--- src/rtl/reg_fork_two_rd.sv ---
// reg_fork_two_rd
//   One-writer, two-reader fork buffer. Every word written is delivered to
//   reader A and to reader B independently. A slot is only reused once both
//   readers have consumed it, so a slow reader is never overwritten.
//
// Ports
//   CLK              clock, all state changes on posedge
//   RST              asynchronous active-high reset
//   ENQ, D_IN        write strobe and data; accepted only while FULL_N=1
//   FULL_N           1 = at least one slot is free
//   DEQA / DEQB      per-reader dequeue strobes; accepted only while EMPTY*_N=1
//   EMPTYA_N/EMPTYB_N 1 = that reader has unread data
//   D_OUTA / D_OUTB  head entry for each reader
//   ERR              sticky flag: a strobe arrived while its status forbade it
//
// All status outputs depend on registered state only; there is no
// combinational path from the strobes to FULL_N/EMPTY*_N/D_OUT*.

module reg_fork_two_rd #(
  parameter int width = 1,
  parameter int depth = 2,
  parameter int ptr_w = $clog2(depth) + 1
) (
  input  logic             CLK,
  input  logic             RST,
  input  logic             ENQ,
  input  logic [width-1:0] D_IN,
  output logic             FULL_N,
  input  logic             DEQA,
  output logic             EMPTYA_N,
  output logic [width-1:0] D_OUTA,
  input  logic             DEQB,
  output logic             EMPTYB_N,
  output logic [width-1:0] D_OUTB,
  output logic             ERR
);

  localparam int              ADDR_W  = ptr_w - 1;
  localparam logic [ptr_w-1:0] DEPTH_P = ptr_w'(depth);

  logic [ptr_w-1:0] wr_q,  wr_d;
  logic [ptr_w-1:0] rda_q, rda_d;
  logic [ptr_w-1:0] rdb_q, rdb_d;
  logic             err_q, err_d;
  logic [width-1:0] mem_q [depth];

  logic [ptr_w-1:0] cnt_a, cnt_b, occ;
  logic             enq_ok, deqa_ok, deqb_ok;

  // Pointer differences wrap modulo 2*depth thanks to the extra MSB, so a
  // plain subtraction gives the per-reader fill level.
  assign cnt_a = wr_q - rda_q;
  assign cnt_b = wr_q - rdb_q;
  // The lagging reader determines how many slots are still held.
  assign occ   = (cnt_a > cnt_b) ? cnt_a : cnt_b;

  assign FULL_N   = (occ < DEPTH_P);
  assign EMPTYA_N = (cnt_a != '0);
  assign EMPTYB_N = (cnt_b != '0);
  assign D_OUTA   = mem_q[rda_q[ADDR_W-1:0]];
  assign D_OUTB   = mem_q[rdb_q[ADDR_W-1:0]];
  assign ERR      = err_q;

  // Gating uses pre-edge status, so an ENQ while full is rejected even if a
  // same-cycle DEQ frees a slot.
  assign enq_ok  = ENQ  & FULL_N;
  assign deqa_ok = DEQA & EMPTYA_N;
  assign deqb_ok = DEQB & EMPTYB_N;

  always_comb begin
    wr_d  = wr_q;
    rda_d = rda_q;
    rdb_d = rdb_q;
    err_d = err_q;
    if (enq_ok)  wr_d  = wr_q  + 1'b1;
    if (deqa_ok) rda_d = rda_q + 1'b1;
    if (deqb_ok) rdb_d = rdb_q + 1'b1;
    if ((ENQ & ~FULL_N) | (DEQA & ~EMPTYA_N) | (DEQB & ~EMPTYB_N)) err_d = 1'b1;
  end

  always_ff @(posedge CLK or posedge RST) begin
    if (RST) begin
      wr_q  <= '0;
      rda_q <= '0;
      rdb_q <= '0;
      err_q <= 1'b0;
    end else begin
      wr_q  <= wr_d;
      rda_q <= rda_d;
      rdb_q <= rdb_d;
      err_q <= err_d;
    end
  end

  // Storage is deliberately not reset; outputs are don't-care while empty.
  always_ff @(posedge CLK) begin
    if (enq_ok) mem_q[wr_q[ADDR_W-1:0]] <= D_IN;
  end

endmodule

--- config.mk ---
export PLATFORM = sky130hd
export DESIGN_NAME = reg_fork_two_rd
export DESIGN_NICKNAME = d
export VERILOG_FILES = /design/src/rtl/reg_fork_two_rd.sv
export SDC_FILE = /design/constraint.sdc
export NUM_CORES = 1
export LEC_CHECK = 0
export CORE_AREA = 2 2 39 41
export CTS_CLUSTER_SIZE = 20
export DETAILED_ROUTE_END_ITERATION = 8
export DIE_AREA = 0 0 41 43
export PLACE_DENSITY = 0.74
export REMOVE_ABC_BUFFERS = 1
export SYNTH_ARGS = -nofsm -noshare
export SYNTH_HDL_FRONTEND = slang
export SYNTH_SLANG_ARGS = --single-unit
--- constraint.sdc ---
create_clock -name CLK -period 4.67 [get_ports CLK]
set_input_delay 1.1675 -clock CLK [delete_from_list [all_inputs] [get_ports CLK]]
set_output_delay 1.1675 -clock CLK [all_outputs]
set_load 0.01 [all_outputs]
==> results of run 1 <==
==> worst max-delay path, stage by stage, from the launching register on <==
cell and delay, ns:
dfrtp_1 0.38, inv_1 0.11, ha_1 0.24, xor2_2 0.18, or2_2 0.32, mux2i_1 0.14
clkdlybuf4s50_1 0.55
==> cell type report <==
class | count | area share [%]
timing repair buffer | 11 | 15.9
clock buffer | 4 | 3.79
inverter | 4 | 2.17
sequential | 9 | 33.9
tap | 16 | 2.89
multi-input combinational | 37 | 41.3
==> cells in the final DEF (no fill, tap or decap), types with 3 or more instances in the layout <==
| cell type | n |
|---|---|
| clkdlybuf4s50_1 | 11 |
| inv_1 | 4 |
| dfrtp_1 | 7 |
| clkbuf_4 | 3 |
| nand2_1 | 7 |
| nand2b_1 | 3 |
| nand3_1 | 3 |
| xnor2_1 | 5 |
==> per-layer routing <==
layer / up-vias / part of all wire, % / routed length (um)
li1: 200 / - / -
met1: 190 / 44 / 431
met2: 17 / 46 / 445
met3: 2 / 8.6 / 84
met4: 0 / 1.4 / 14
met5: - / 0 / 0
==> logic make-up after synthesis <==
kind of cell	Yosys count	synth area share, %
AOI/OAI and AO/OA	6	6.25
muxes	5	11.6
DFF	9	43.5
and+or+nand+nor	17	16.4
buffers and inverters	5	3.47
xor gates and xnor gates	7	14.1
adders and majority gates	2	4.63
==> state kept, by name (all words and copies together) (netlist names) <==
register	flops
rda_q	2
wr_q	2
rdb_q	2
mem_q	2
ERR	1
==> path summary, 6_finish.rpt <==
| path | end | depth (start not counted) | from |
|---|---|---|---|
| max in group asynchronous | wr_q[0]$_DFFE_PP0N_ | 2 | RST |
| min in group asynchronous | rda_q[0]$_DFFE_PP0P_ | 2 | RST |
| hold / removal | ERR$_DFFE_PP0P_ | 1 | ERR$_DFFE_PP0P_ |
| setup reg to reg | ERR$_DFFE_PP0P_ | 6 | wr_q[0]$_DFFE_PP0N_ |
| hold reg to reg | ERR$_DFFE_PP0P_ | 1 | ERR$_DFFE_PP0P_ |
| setup / recovery | FULL_N | 6 | wr_q[0]$_DFFE_PP0N_ |
==> power by group through the flow <==
stage / sequential [mW] / combinational (mW) / clock [mW]
floorplan: 0.139 / 0.249 / 0
global placement: 0.146 / 0.343 / 0
detailed placement: 0.147 / 0.350 / 0
CTS: 0.146 / 0.353 / 0.0655
global route: 0.150 / 0.388 / 0.0691
finish: 0.145 / 0.349 / 0.0617
==> per-stage QoR <==
stage	utilization (%)	total power, mW	hold WS (ns)
3_5_place_dp	48.2	0.497	0.486
6_report	50.1	0.556	0.490
5_1_grt	50.1	0.606	0.526
2_1_floorplan	-	0.388	0.496
4_1_cts	50.1	0.564	0.500
3_3_place_gp	48.2	0.489	0.453
==> results_dict.tcl, run 1 <==
set metrics [dict create \
    use_met2_pct 21.6 \
    synth-main-ff-cell "dfrtp_1" \
    routabilityCongestion 0.782 \
    worst-endpoint-arrival_ns 2.17 \
    layout.nets 74 \
    seq_power_share_pct 26.1 \
    power_frac_clock_pct 11.1 \
    maxCapViolCount 0 \
    seq_area_um2 235 \
    drc 0 \
    final_area_um2 693 \
    yosysTopAreaCell "dfrtp_1" \
    port_buffers 11 \
    p_int_uw 342 \
    io_pins 12 \
    p_sw_uw 214 \
    numCtsBuffers 3 \
    cp.required_ns 3.50 \
    cts_repair_resize_count 0 \
    via_per_inst 5.05 \
    hold_violations 0 \
    synth_edf_count 2 \
    fin_skew_ns 0.00255 \
    cts_tree "built" \
    p_sw_share_pct 38.5 \
    relSlewSlack_pct 76.0 \
    firstDrtPassIters 4 \
    grt_use_met1_pct 15.9 \
    overflow 0 \
    cts_hold_buf 0 \
    drt-total-wl_um 975 \
    vias 409 \
    ir_drop_v 0.000356 \
    grt-busiest-layer "met2" \
    syn_inst 51 \
    worstSetupStartpointType "register" \
    syn_area_per_cell_um2 10.6 \
    multi_input_area_um2 287 \
    track_usage_pct 14.3 \
    core-area_um2 1380 \
    r2r_setup_slack_ns 2.72 \
    cts_max_level 1 \
    dieArea_um2 1760 \
    cts_sinks 9 \
    yosysWarnings 0 \
    cts.clk_slew.worst_paths_ns 0.06 \
    rsz0062_at_grt "false" \
    synth.top_cell.area_share_pct 32.4 \
    first_iter_violations 10 \
    worstMarginPinSlew_ns 0.359 \
    root_buffer "clkbuf_4" \
    hpwl_um 761 \
    ant_nets 0 \
    drive_gt1_share_pct 15.4 \
    fin_crit_ns 3.34 \
    grt_pass1_wl_um 1630 \
    netlist_top_cells_area "dfrtp_1, edfxtp_1, xnor2_1" \
    power_density_nw_per_um2 802 \
    wl_per_cell_um 12.0 \
    fmax_mhz 300 \
    ys_ff_latch 9 \
    num_rows 14 \
    diodes 0 \
    clk_path_buf_depth 2 \
    crit_fanout 5 \
    met3_usage_pct 7.85 \
    outcome "finished, final reports clean" \
    post_dp_cell_area_um2 667 \
    setup_violations 0 \
    clock_latency_ns 0.26 \
    pre_cts_slack_ns 1.63 \
    setup_slack_ns 1.33 \
    netlist_top_cells_count "dfrtp_1, nand2_1, xnor2_1" \
    grt_max_degree 10 \
    grt_pass1_vias 408 \
    synth_cell_types 21 \
    area_growth_syn_to_layout_pct 28.2 \
    fin_setup_tns_ns 0 \
    fin_cells 81 \
    post-cts-setup-buffer-count 0 \
    antenna_found_initial 0 \
    die_y_um 43 \
    synthesis.area_um2 541 \
    hp-class "register to register" \
    leakagePower_nw 0.294 \
    ys_seq_area_share_pct 43.5 \
    final.period_utilization_pct 71.5 \
    start_util_pct 39.1 \
    synthArstFlopShare_pct 77.8 \
    combPwrFrac_pct 62.8 \
    fillCellCount 145 \
    dp_cells 77 \
    slew_violations 0 \
    end_kind "primary output" \
    die_w_um 41 \
    worstSetupPathType "register to primary output" \
]
(Power assumes the default switching activity.)
==> run 2: changes to the inputs <==
clock period = 3.2 ns   (was 4.67 ns; I/O delays follow)
==> results_dict.tcl, run 2 (synthesis results as in run 1) <==
set metrics [dict create \
    power_density_nw_per_um2 1180 \
    diodes 0 \
    hpwl_um 792 \
    cts_hold_buf 0 \
    combPwrFrac_pct 63.0 \
    fin_skew_ns 0.00628 \
    drive_gt1_share_pct 15.4 \
    worst-endpoint-arrival_ns 2.18 \
    layout.nets 74 \
    fmax_mhz 335 \
    relSlewSlack_pct 75.4 \
    power_frac_clock_pct 11.0 \
    drt-total-wl_um 1000 \
    wl_per_cell_um 12.3 \
    firstDrtPassIters 4 \
    rsz0062_at_grt "false" \
    io_pins 12 \
    leakagePower_nw 0.294 \
    slowest_stage "clkdlybuf4s50_1" \
    final_common_cell "clkdlybuf4s50_1" \
    final_cell_mix "clkdlybuf4s50_1, dfrtp_1, nand2_1, xnor2_1, inv_1" \
    grt_max_degree 10 \
    fin_setup_tns_ns 0 \
    seq_power_share_pct 26.0 \
    worstSetupStartpointType "register" \
    start_util_pct 39.1 \
    first_iter_violations 5 \
    via_per_inst 4.90 \
    fin_crit_ns 2.98 \
    setup_slack_ns 0.216 \
    hold_depth 1 \
    core-area_um2 1380 \
    worstMarginPinSlew_ns 0.368 \
    cp.required_ns 2.40 \
    final.period_utilization_pct 93.2 \
    worstSetupPathType "register to primary output" \
    clock_latency_ns 0.26 \
    slew_violations 0 \
    vias 397 \
    worstRegToRegCells 6 \
    maxCapViolCount 0 \
    overflow 0 \
    numCtsBuffers 3 \
    crit_fanout 5 \
    cts_max_level 1 \
    hold_violations 0 \
    root_buffer "clkbuf_4" \
    ir_drop_v 0.000534 \
    track_usage_pct 14.1 \
    clk_path_buf_depth 2 \
    p_sw_uw 318 \
    cts.clk_slew.worst_paths_ns 0.07 \
    crit_chain "inv_1 -> ha_1 -> xor2_2 -> or2_2 -> mux2i_1 -> clkdlybuf4s50_1" \
    drc 0 \
    area_growth_syn_to_layout_pct 28.2 \
    worst_path_largest_cell_delay_ns 0.55 \
    hp-class "register to register" \
    p_sw_share_pct 38.9 \
    cts_repair_resize_count 0 \
    cts_tree "built" \
    cts_sinks 9 \
    num_rows 14 \
    post-cts-setup-buffer-count 0 \
    die_y_um 43 \
    grt_pass1_vias 411 \
    routabilityCongestion 0.761 \
    die_w_um 41 \
    ant_nets 0 \
    grt_pass1_wl_um 1640 \
    outcome "finished, final reports clean" \
    port_buffers 11 \
    antenna_found_initial 0 \
    pre_cts_slack_ns 0.503 \
    p_int_uw 499 \
    dieArea_um2 1760 \
    end_kind "primary output" \
    setup_violations 0 \
]
## run 2: layout make-up
cell class,count,area (um^2)
inverters,4,15.0
clock buffers,4,26.3
fillers,137,691
repair buffers,11,110
well taps,16,20.0
flip-flops and latches,9,235
multi-input cells,37,287
## run 2: path summary, 6_finish.rpt
| kind | slack, ns | from | endpoint |
|---|---|---|---|
| worst max-delay path | 0.22 | wr_q[0]$_DFFE_PP0N_ | FULL_N |
| worst min-delay path | 0.49 | ERR$_DFFE_PP0P_ | ERR$_DFFE_PP0P_ |
| worst max register to register | 1.25 | wr_q[0]$_DFFE_PP0N_ | ERR$_DFFE_PP0P_ |
| worst min register to register | 0.49 | ERR$_DFFE_PP0P_ | ERR$_DFFE_PP0P_ |
| max in group asynchronous | 2.20 | RST | wr_q[1]$_DFFE_PP0N_ |
| min in group asynchronous | 0.77 | RST | rdb_q[0]$_DFFE_PP0P_ |
## run 2: critical path, delay by kind of cell (launching register included)
family / cells / cell delay, ns
xor gates and xnor gates: 1 / 0.18
adders and majority gates: 1 / 0.24
buffers and inverters: 2 / 0.65
DFF: 1 / 0.38
muxes: 1 / 0.15
and+or+nand+nor: 1 / 0.32
## run 2: metal layers
layer,global-route usage [%],share of wire (%)
met1,15.9,42
met2,22.5,50
met3,3.66,6.6
met4,8.00,1.0
met5,0,0
## run 2: power by group through the flow
stage	combinational [mW]	sequential, mW	clock, mW
6_report	0.515	0.213	0.0897
5_1_grt	0.566	0.219	0.0996
4_1_cts	0.522	0.214	0.0928
3_5_place_dp	0.519	0.215	0
3_3_place_gp	0.505	0.213	0
2_1_floorplan	0.363	0.203	0
## run 2: per-stage QoR
stage	area, um^2	hold WS, ns	power [mW]	utilization, %	std cells
2_1_floorplan	537	0.496	0.566	-	50
3_3_place_gp	667	0.455	0.718	48.2	77
3_5_place_dp	667	0.487	0.733	48.2	77
4_1_cts	693	0.501	0.829	50.1	81
5_1_grt	693	0.519	0.885	50.1	81
6_report	693	0.489	0.817	50.1	81
